==> src/rtl/cm0_mtx_pkg.sv <==
// Shared definitions for the cm0 bus matrix default slave.
// Holds the HRESP and HTRANS encodings and the default-slave FSM state type.
// No logic; imported by the default slave and its error logger.
package cm0_mtx_pkg;

  localparam logic [1:0] RSP_OKAY  = 2'b00;
  localparam logic [1:0] RSP_ERROR = 2'b01;

  typedef enum logic [1:0] {
    TRN_IDLE   = 2'b00,
    TRN_BUSY   = 2'b01,
    TRN_NONSEQ = 2'b10,
    TRN_SEQ    = 2'b11
  } htrans_t;

  typedef enum logic [2:0] {
    ST_IDLE = 3'd0,
    ST_WAIT = 3'd1,
    ST_ERR1 = 3'd2,
    ST_ERR2 = 3'd3,
    ST_OKD  = 3'd4
  } dslv_state_t;

endpackage

==> src/rtl/cm0_mtx_default_slave_ext_if.sv <==
// AHB-Lite slave-side bundle for the cm0 matrix default slave.
// master: drives address phase (HSEL/HTRANS/HREADY/HADDR/HWRITE), sees the response.
// slave:  sees the address phase, drives HREADYOUT/HRESP/HRDATA.
interface cm0_mtx_default_slave_ext_if #(
  parameter int ADDR_WIDTH = 32
);
  logic                  HSEL;
  logic [1:0]            HTRANS;
  logic                  HREADY;
  logic [ADDR_WIDTH-1:0] HADDR;
  logic                  HWRITE;
  logic                  HREADYOUT;
  logic [1:0]            HRESP;
  logic [31:0]           HRDATA;

  modport master (
    output HSEL, HTRANS, HREADY, HADDR, HWRITE,
    input  HREADYOUT, HRESP, HRDATA
  );

  modport slave (
    input  HSEL, HTRANS, HREADY, HADDR, HWRITE,
    output HREADYOUT, HRESP, HRDATA
  );
endinterface

==> src/rtl/cm0_mtx_err_log.sv <==
// Miss logger: first-fault address/direction, saturating miss count, sticky IRQ.
// Latency: updates one cycle after the accept/clear cycle; no backpressure.
// Ports: clk_i/rst_ni, accept_i + haddr_i/hwrite_i (miss), err_clr_i; err_* outputs.
module cm0_mtx_err_log #(
  parameter int ADDR_WIDTH = 32,
  parameter int CNT_WIDTH  = 8
) (
  input  logic                  clk_i,
  input  logic                  rst_ni,
  input  logic                  accept_i,
  input  logic [ADDR_WIDTH-1:0] haddr_i,
  input  logic                  hwrite_i,
  input  logic                  err_clr_i,
  output logic                  err_irq_o,
  output logic [ADDR_WIDTH-1:0] err_addr_o,
  output logic                  err_write_o,
  output logic [CNT_WIDTH-1:0]  err_count_o
);

  localparam logic [CNT_WIDTH-1:0] CNT_MAX = '1;
  localparam logic [CNT_WIDTH-1:0] CNT_ONE = CNT_WIDTH'(1);

  logic                  irq_q,   irq_d;
  logic [ADDR_WIDTH-1:0] addr_q,  addr_d;
  logic                  write_q, write_d;
  logic [CNT_WIDTH-1:0]  count_q, count_d;

  always_comb begin
    irq_d   = irq_q;
    addr_d  = addr_q;
    write_d = write_q;
    count_d = count_q;
    if (accept_i) begin
      // A clear in the same cycle as a miss loses: the miss becomes the first fault.
      if (!irq_q || err_clr_i) begin
        addr_d  = haddr_i;
        write_d = hwrite_i;
      end
      irq_d = 1'b1;
      if (err_clr_i)
        count_d = CNT_ONE;
      else if (count_q != CNT_MAX)
        count_d = count_q + CNT_ONE;
    end else if (err_clr_i) begin
      // Capture registers deliberately hold their last value across a clear.
      irq_d   = 1'b0;
      count_d = '0;
    end
  end

  always_ff @(posedge clk_i or negedge rst_ni) begin
    if (!rst_ni) begin
      irq_q   <= 1'b0;
      addr_q  <= '0;
      write_q <= 1'b0;
      count_q <= '0;
    end else begin
      irq_q   <= irq_d;
      addr_q  <= addr_d;
      write_q <= write_d;
      count_q <= count_d;
    end
  end

  assign err_irq_o   = irq_q;
  assign err_addr_o  = addr_q;
  assign err_write_o = write_q;
  assign err_count_o = count_q;

endmodule

==> src/rtl/cm0_mtx_default_slave_ext.sv <==
// Default slave for cm0 matrix output stages: terminates unmapped AHB-Lite transfers
// with WAIT_STATES stall cycles then a two-cycle ERROR or single-cycle OKAY (RAZ/WI).
// Latency: ERR1 at N+1+W, ERR2 at N+2+W (or OKD at N+1+W); stalls via HREADYOUT only.
// Ports: HCLK/HRESETn, ahb (slave modport), ERR_CLR in, ERR_IRQ/ADDR/WRITE/COUNT out.
module cm0_mtx_default_slave_ext
  import cm0_mtx_pkg::*;
#(
  parameter int ADDR_WIDTH  = 32,
  parameter int WAIT_STATES = 0,
  parameter int ERR_MODE    = 1,
  parameter int CNT_WIDTH   = 8
) (
  input  logic                           HCLK,
  input  logic                           HRESETn,
  cm0_mtx_default_slave_ext_if.slave     ahb,
  input  logic                           ERR_CLR,
  output logic                           ERR_IRQ,
  output logic [ADDR_WIDTH-1:0]          ERR_ADDR,
  output logic                           ERR_WRITE,
  output logic [CNT_WIDTH-1:0]           ERR_COUNT
);

  // Wait counter is loaded with W-1 so the WAIT state lasts exactly W cycles.
  localparam logic [3:0]      WAIT_LOAD = (WAIT_STATES > 0) ? 4'(WAIT_STATES - 1) : 4'd0;
  // State and registered outputs entered once the stall (if any) is over.
  localparam dslv_state_t     RESP_ST   = (ERR_MODE != 0) ? ST_ERR1 : ST_OKD;
  localparam logic            RESP_RDY  = (ERR_MODE != 0) ? 1'b0 : 1'b1;
  localparam logic [1:0]      RESP_CODE = (ERR_MODE != 0) ? RSP_ERROR : RSP_OKAY;

  dslv_state_t state_q;
  logic [3:0]  wait_q;
  logic        hreadyout_q;
  logic [1:0]  hresp_q;
  logic        accept;

  // Only NONSEQ/SEQ (HTRANS[1]) with the bus ready start a transfer.
  assign accept = ahb.HSEL & ahb.HREADY & ahb.HTRANS[1];

  always_ff @(posedge HCLK or negedge HRESETn) begin
    if (!HRESETn) begin
      state_q     <= ST_IDLE;
      wait_q      <= 4'd0;
      hreadyout_q <= 1'b1;
      hresp_q     <= RSP_OKAY;
    end else begin
      case (state_q)
        ST_WAIT: begin
          if (wait_q == 4'd0) begin
            state_q     <= RESP_ST;
            hreadyout_q <= RESP_RDY;
            hresp_q     <= RESP_CODE;
          end else begin
            wait_q <= wait_q - 4'd1;
          end
        end
        ST_ERR1: begin
          state_q     <= ST_ERR2;
          hreadyout_q <= 1'b1;
          hresp_q     <= RSP_ERROR;
        end
        default: begin
          // IDLE, ERR2 and OKD all see HREADY high, so a new miss may start here.
          if (accept && (WAIT_STATES > 0)) begin
            state_q     <= ST_WAIT;
            wait_q      <= WAIT_LOAD;
            hreadyout_q <= 1'b0;
            hresp_q     <= RSP_OKAY;
          end else if (accept) begin
            state_q     <= RESP_ST;
            hreadyout_q <= RESP_RDY;
            hresp_q     <= RESP_CODE;
          end else begin
            state_q     <= ST_IDLE;
            hreadyout_q <= 1'b1;
            hresp_q     <= RSP_OKAY;
          end
        end
      endcase
    end
  end

  assign ahb.HREADYOUT = hreadyout_q;
  assign ahb.HRESP     = hresp_q;
  assign ahb.HRDATA    = 32'd0;

  cm0_mtx_err_log #(
    .ADDR_WIDTH (ADDR_WIDTH),
    .CNT_WIDTH  (CNT_WIDTH)
  ) u_err_log (
    .clk_i       (HCLK),
    .rst_ni      (HRESETn),
    .accept_i    (accept),
    .haddr_i     (ahb.HADDR),
    .hwrite_i    (ahb.HWRITE),
    .err_clr_i   (ERR_CLR),
    .err_irq_o   (ERR_IRQ),
    .err_addr_o  (ERR_ADDR),
    .err_write_o (ERR_WRITE),
    .err_count_o (ERR_COUNT)
  );

endmodule

==> src/flat_wrapper.sv <==
// flat-port wrapper written by rule: the top's interface ports become plain ports
module cm0_mtx_default_slave_ext_flat import cm0_mtx_pkg::*;
#(
  parameter int ADDR_WIDTH  = 32,
  parameter int WAIT_STATES = 0,
  parameter int ERR_MODE    = 1,
  parameter int CNT_WIDTH   = 8
)
  (HCLK, HRESETn, ERR_CLR, ERR_IRQ, ERR_ADDR, ERR_WRITE, ERR_COUNT, ahb_HSEL, ahb_HTRANS, ahb_HREADY, ahb_HADDR, ahb_HWRITE, ahb_HREADYOUT, ahb_HRESP, ahb_HRDATA);
  cm0_mtx_default_slave_ext_if #(.ADDR_WIDTH(ADDR_WIDTH)) ahb_i ();
  input  logic HCLK;
  input  logic HRESETn;
  input  logic ERR_CLR;
  output logic ERR_IRQ;
  output logic [ADDR_WIDTH-1:0] ERR_ADDR;
  output logic ERR_WRITE;
  output logic [CNT_WIDTH-1:0] ERR_COUNT;
  input wire logic [$bits(ahb_i.HSEL)-1:0] ahb_HSEL;
  input wire logic [$bits(ahb_i.HTRANS)-1:0] ahb_HTRANS;
  input wire logic [$bits(ahb_i.HREADY)-1:0] ahb_HREADY;
  input wire logic [$bits(ahb_i.HADDR)-1:0] ahb_HADDR;
  input wire logic [$bits(ahb_i.HWRITE)-1:0] ahb_HWRITE;
  output wire logic [$bits(ahb_i.HREADYOUT)-1:0] ahb_HREADYOUT;
  output wire logic [$bits(ahb_i.HRESP)-1:0] ahb_HRESP;
  output wire logic [$bits(ahb_i.HRDATA)-1:0] ahb_HRDATA;
  assign ahb_i.HSEL = ahb_HSEL;
  assign ahb_i.HTRANS = ahb_HTRANS;
  assign ahb_i.HREADY = ahb_HREADY;
  assign ahb_i.HADDR = ahb_HADDR;
  assign ahb_i.HWRITE = ahb_HWRITE;
  assign ahb_HREADYOUT = ahb_i.HREADYOUT;
  assign ahb_HRESP = ahb_i.HRESP;
  assign ahb_HRDATA = ahb_i.HRDATA;
  cm0_mtx_default_slave_ext #(.ADDR_WIDTH(ADDR_WIDTH), .WAIT_STATES(WAIT_STATES), .ERR_MODE(ERR_MODE), .CNT_WIDTH(CNT_WIDTH)) u_core (.HCLK(HCLK), .HRESETn(HRESETn), .ahb(ahb_i), .ERR_CLR(ERR_CLR), .ERR_IRQ(ERR_IRQ), .ERR_ADDR(ERR_ADDR), .ERR_WRITE(ERR_WRITE), .ERR_COUNT(ERR_COUNT));
endmodule
==> config.mk <==
export PLATFORM = sky130hd
export DESIGN_NAME = cm0_mtx_default_slave_ext_flat
export DESIGN_NICKNAME = d
export VERILOG_FILES = /design/src/rtl/cm0_mtx_pkg.sv /design/src/rtl/cm0_mtx_default_slave_ext_if.sv /design/src/rtl/cm0_mtx_err_log.sv /design/src/rtl/cm0_mtx_default_slave_ext.sv /design/src/flat_wrapper.sv
export SDC_FILE = /design/constraint.sdc
export NUM_CORES = 1
export LEC_CHECK = 0
export CAP_MARGIN = 20
export CORE_AREA = 3 3 87 89
export DETAILED_ROUTE_END_ITERATION = 10
export DIE_AREA = 0 0 90 92
export GPL_TIMING_DRIVEN = 0
export PLACE_DENSITY = 0.8
export REMOVE_ABC_BUFFERS = 1
export SYNTH_ARGS = -nofsm -noshare
export SYNTH_HDL_FRONTEND = slang
export SYNTH_HIERARCHICAL = 1
export SYNTH_SLANG_ARGS = --single-unit
==> constraint.sdc <==
create_clock -name HCLK -period 2.3 [get_ports HCLK]
set_clock_uncertainty 0.05 [all_clocks]
set_input_delay 0.46 -clock HCLK [delete_from_list [all_inputs] [get_ports HCLK]]
set_output_delay 0.46 -clock HCLK [all_outputs]
set_load 0.005 [all_outputs]
After elaboration in Yosys (flattened, before gate mapping)

Index checks and enable logic that the tools add are counted.

Bits of input ports: 40
Output and inout port bits: 77
Register bits after elaboration: 52

Equal/unequal tests: 4
Muxes and demuxes: 15
Bitwise gates (word level): 3
Reduce and logical (&&, ||, !) cells: 8
$add $sub $neg: 2

Operators by type and width:

| operator            | number |
|---|---|
| $mux 8              | 4 |
| $add 8x1->8 const B | 1 |
| $ne 8x8->1 const B  | 1 |
| $pmux 3 s2          | 1 |
| $reduce_and 2->1    | 3 |
| $mux 1              | 5 |
| $logic_not 4->1     | 1 |
| $mux 2              | 2 |
| $pmux 2 s2          | 1 |
| $reduce_bool 2->1   | 2 |
| $sub 4x1->4 const B | 1 |
| $eq 3x1->1 const B  | 1 |
| $eq 3x2->1 const B  | 1 |
| $mux 3              | 1 |
| $and 1x1->1         | 2 |
| $ne 2x1->1 const B  | 1 |
| $pmux 1 s2          | 1 |
| $logic_not 1->1     | 1 |
| $logic_or 1x1->1    | 1 |
| $not 1->1           | 1 |

Depth between registers and ports, before layout

Depth in word-level cells: 4
Mapped depth: 6
Gate-level depth less buffers: 5

Hierarchy

Netlist, hierarchy kept.

Modules (own cells, without submodules):

| module                    | area an instance (um^2) | times used | cells an instance |
|---|---|---|---|
| cm0_mtx_err_log           | 1767.9                  | 1          | 123 |
| cm0_mtx_default_slave_ext | 620.6                   | 1          | 68 |

Worst setup path after synthesis

No wires, ideal clock.

Path kind: input to register
From: input port ahb_HTRANS[1]
To: register u_core.u_err_log.count_q[5] (netlist: u_core/u_err_log/err_count_o[5])
Arrival: 1.456 ns
Data required time: 2.125 ns
Library setup time: 0.125 ns
Cell stages on the path: 6
Setup slack: 0.668 ns
Cell sequence: nand3_1 -> inv_1 -> buf_2 -> nand4_2 -> a211oi_2 -> mux2_4

Longest elaborated chain between the ends: 3
Elaborated cells on any way between the ends: 4
Classes of those cells: mux (1); bitwise (1); reduce/logical (2)

Ends and longest elaborated chain:

| element                     | RTL line                        | RTL |
|---|---|---|
| start: declaration          | flat_wrapper.sv:19              | `input wire logic [$bits(ahb_i.HTRANS)-1:0] ahb_HTRANS;` |
| $and 1x1->1 *               | cm0_mtx_default_slave_ext.sv:37 | `assign accept = ahb.HSEL & ahb.HREADY & ahb.HTRANS[1];` |
| net u_core.accept           | cm0_mtx_default_slave_ext.sv:34 | `logic accept;` |
| $reduce_bool 2->1 (no line) | --                              |  |
| $reduce_and 2->1 (no line)  | --                              |  |
| end signal: assignment      | cm0_mtx_err_log.sv:61           | `count_q <= count_d;` |
| end: declaration            | cm0_mtx_err_log.sv:26           | `logic [CNT_WIDTH-1:0] count_q, count_d;` |

The timed path passes the listed nets; every way through them passes the cells marked *.
A chain may end at the register's enable or synchronous reset.

Final worst setup path

From: input port ERR_CLR
To: register u_core.u_err_log.addr_q[21] (netlist: u_core/u_err_log/err_addr_o[21])

Longest elaborated chain between the ends: 2

Ends and longest elaborated chain:

| element                    | RTL line              | RTL |
|---|---|---|
| start: declaration         | flat_wrapper.sv:13    | `input logic ERR_CLR;` |
| $logic_or 1x1->1           | cm0_mtx_err_log.sv:35 | `if (!irq_q \|\| err_clr_i) begin` |
| $reduce_and 2->1 (no line) | --                    |  |
| end signal: assignment     | cm0_mtx_err_log.sv:59 | `addr_q <= addr_d;` |
| end: declaration           | cm0_mtx_err_log.sv:24 | `logic [ADDR_WIDTH-1:0] addr_q, addr_d;` |

Every way passes these cells.

==> results by group <==
STA
  • Setup violations, final: 0
  • Worst hold slack: 110 ps
  • Relative slew slack: 0.596
  • Slew Viols, Final: 0
  • Final cycle utilization of the critical path: 0.883
  • Crit path time final: 2030 ps
  • Setup Total Neg Slack: 0 ps
  • RSZ-0062 raised after global routing: no
  • Final hold vios: 0
  • Worst Tran Pin Value: 606 ps
  • Max frequency: 492 MHz

Outcome
  • Outcome: finished clean

Power and ir drop
  • Pwr per Cell Area: 679 nW/µm²
  • NetSw: 0.000561 W
  • Int Power: 0.00164 W
  • Maximum VDD drop: 0.291 mV
  • Leak: 1.43 nW
  • Flop pwr share: 0.498
  • Power share of the combinational group: 0.279
  • Clock Power Share: 0.223
  • Sw Ratio: 0.255

Clocking
  • CTS root buf: clkbuf_8
  • Number of setup buffers added after CTS: 0
  • Worst-Skew Late Latency: 290 ps
  • # hold bufs at CTS: 0
  • Clock sinks: 49
  • CTS tree: built
  • Cts repair resizes: 1
  • Worst-path clk slew: 90 ps
  • Maximum clock path buffer count: 2
  • Total CTS buffers: 5
  • H-tree depth: 2

Route
  • Final ANT Viol Nets: 0
  • Pre-Repair DR Iteration Count: 4
  • Total wire length: 4730 µm
  • Vias: 1593
  • Residual DRC: 0
  • Vias/cell: 4.32
  • Avg WL per Cell: 12.8 µm
  • Initial drt markers: 27

Synth
  • Post-synthesis register bit count: 49
  • Sequential-to-total area share from yosys stat: 0.514
  • Post-synth ARST share: 1.00
  • EDFF count, synth: 0
  • Synth Flop Type: dfrtp_1
  • Synth area leader: dfrtp_1
  • Yosys top cell area share: 0.503
  • Mean Syn Cell Area: 12.5 µm²
  • Synth Instances: 191
  • Most common cell in the netlist: dfrtp_1
  • Largest cells by area after synthesis: dfrtp_1 50%, mux2_1 17%, buf_4 11%, ha_1 2.1%, buf_6 1.9%
  • Post-Syn Area: 2390 µm²
  • Unique cell type count in the Yosys netlist: 37
  • Commonest cells in the netlist: 48 x dfrtp_1, 35 x mux2_1, 34 x buf_4
  • YS warnings: 6

Hold path
  • Hold WC Path Type: in2async

Floorplanning
  • Rows: 30
  • Die footprint: 8280 µm²
  • Core Area: 6830 µm²
  • Die W: 90 µm
  • I/O Pins: 117
  • Die Span Y: 92 µm
  • Starting Density: 0.350

Placed design
  • HPWL after DPL: 3510 µm
  • Buffers on Ports: 82
  • GPL Wtd Cong: 0.742

Global route
  • Grt total ovfl: 0
  • Largest net degree at the start of global routing: 34
  • Initial antenna violation count: 0
  • Vias in the first global route: 1606
  • GRT Total Usage: 0.119
  • First-pass GRT wire length: 8040 µm

Layout
  • Final nets: 316
  • Synthesis-to-finish area growth: 35.6%
  • Antenna diode count: 0
  • Share of cells above drive strength 1: 0.0623

Critical path
  • WP data arrival: 2150 ps
  • Setup crit start kind: input pin
  • Worst Setup End Kind: flip-flop
  • Req. time, crit path: 2420 ps
  • Critical path peak fanout: 33
  • Crit Path Class: in2reg

Flow run
  • Max-Cap Viols: 0
## metal layers
layer | routed length, µm | track usage | vias up
met5 | 0 | 0 | -
met3 | 342 | 0.0394 | 7
met1 | 1960 | 0.145 | 776
met4 | 61 | 0.0344 | 0
met2 | 2360 | 0.202 | 70
li1 | - | - | 740
## layout make-up
| cell class | count | area (µm²) |
|---|---|---|
| clock buffer | 7 | 76.3 |
| clock inverter | 1 | 7.51 |
| fill | 660 | 3590 |
| inverter | 8 | 30.0 |
| multi-input combinational | 125 | 942 |
| sequential | 49 | 1230 |
| tap | 96 | 120 |
| timing repair buffer | 83 | 836 |
## registers in the layout, indices dropped and copies added, names as in the netlist
| signal | flops |
|---|---|
| u_core/u_err_log/err_addr_o | 32 |
| u_core/u_err_log/err_count_o | 8 |
| u_core/wait_q | 4 |
| u_core/state_q | 2 |
| u_core/ahb.HREADYOUT | 1 |
| u_core/u_err_log/err_irq_o | 1 |
| u_core/u_err_log/err_write_o | 1 |
## worst max-delay path: stages
cell and delay, ps:
clkdlybuf4s50_1 610, nand2b_1 300, nand2_4 390, mux2_1 380
## worst paths after layout
check / end / slack (ps) / depth (start not counted) / from
max: u_core/u_err_log/err_addr_o[21]$_DFFE_PN0P_ / 270 / 4 / ERR_CLR
min: u_core/u_err_log/err_count_o[1]$_DFFE_PN0P_ / 110 / 1 / HRESETn
max in group asynchronous: u_core/u_err_log/err_addr_o[20]$_DFFE_PN0P_ / 1540 / 2 / HRESETn
max reg2reg: u_core/u_err_log/err_count_o[5]$_DFFE_PN0P_ / 660 / 4 / u_core/u_err_log/err_count_o[0]$_DFFE_PN0P_
min reg2reg: u_core/ahb.HREADYOUT$_DFFE_PN1P_ / 440 / 2 / u_core/ahb.HREADYOUT$_DFFE_PN1P_
min in group HCLK: u_core/ahb.HREADYOUT$_DFFE_PN1P_ / 440 / 2 / u_core/ahb.HREADYOUT$_DFFE_PN1P_
## through the flow
step           setup slack (ps)  utilization  area [µm²]  cells  power [W]
3_3_place_gp               -725        0.459        3140    360    0.00171
6_report                    268        0.474        3240    369    0.00220
3_5_place_dp               -354        0.461        3150    361    0.00174
5_1_grt                     136        0.474        3240    369    0.00236
2_1_floorplan               551            -        2190    182    0.00132
4_1_cts                     246        0.474        3240    369    0.00225
## placed cells by master, fill, tap and decap left out, types with 3 or more instances in the layout
cell type	count
mux2i_1	3
dfrtp_1	48
ha_1	4
nand3_1	3
a21oi_1	5
nand2b_1	7
mux2_1	35
clkbuf_8	5
nor3_1	3
nand2_1	5
inv_1	8
clkdlybuf4s50_1	81
conb_1	33
## logic make-up (layout without fill, tap and decap cells)
group	count (synthesis)	after routing	share of synthesized area
AOI/OAI and AO/OA	14	14	0.0409
xor gates and xnor gates	2	2	0.00734
adders and majority gates	4	4	0.0210
buffers and inverters	49	99	0.144
DFF	49	49	0.514
muxes	39	39	0.184
other	1	33	0.00157
and+or+nand+nor	33	33	0.0875
## power groups by stage
stage          combinational, W  clock, W  sequential (W)
2_1_floorplan          0.000194         0         0.00112
3_3_place_gp           0.000603         0         0.00111
3_5_place_dp           0.000622         0         0.00112
4_1_cts                0.000626  0.000525         0.00110
5_1_grt                0.000677  0.000558         0.00112
6_report               0.000613  0.000490         0.00110
(Power assumes the default switching activity.)
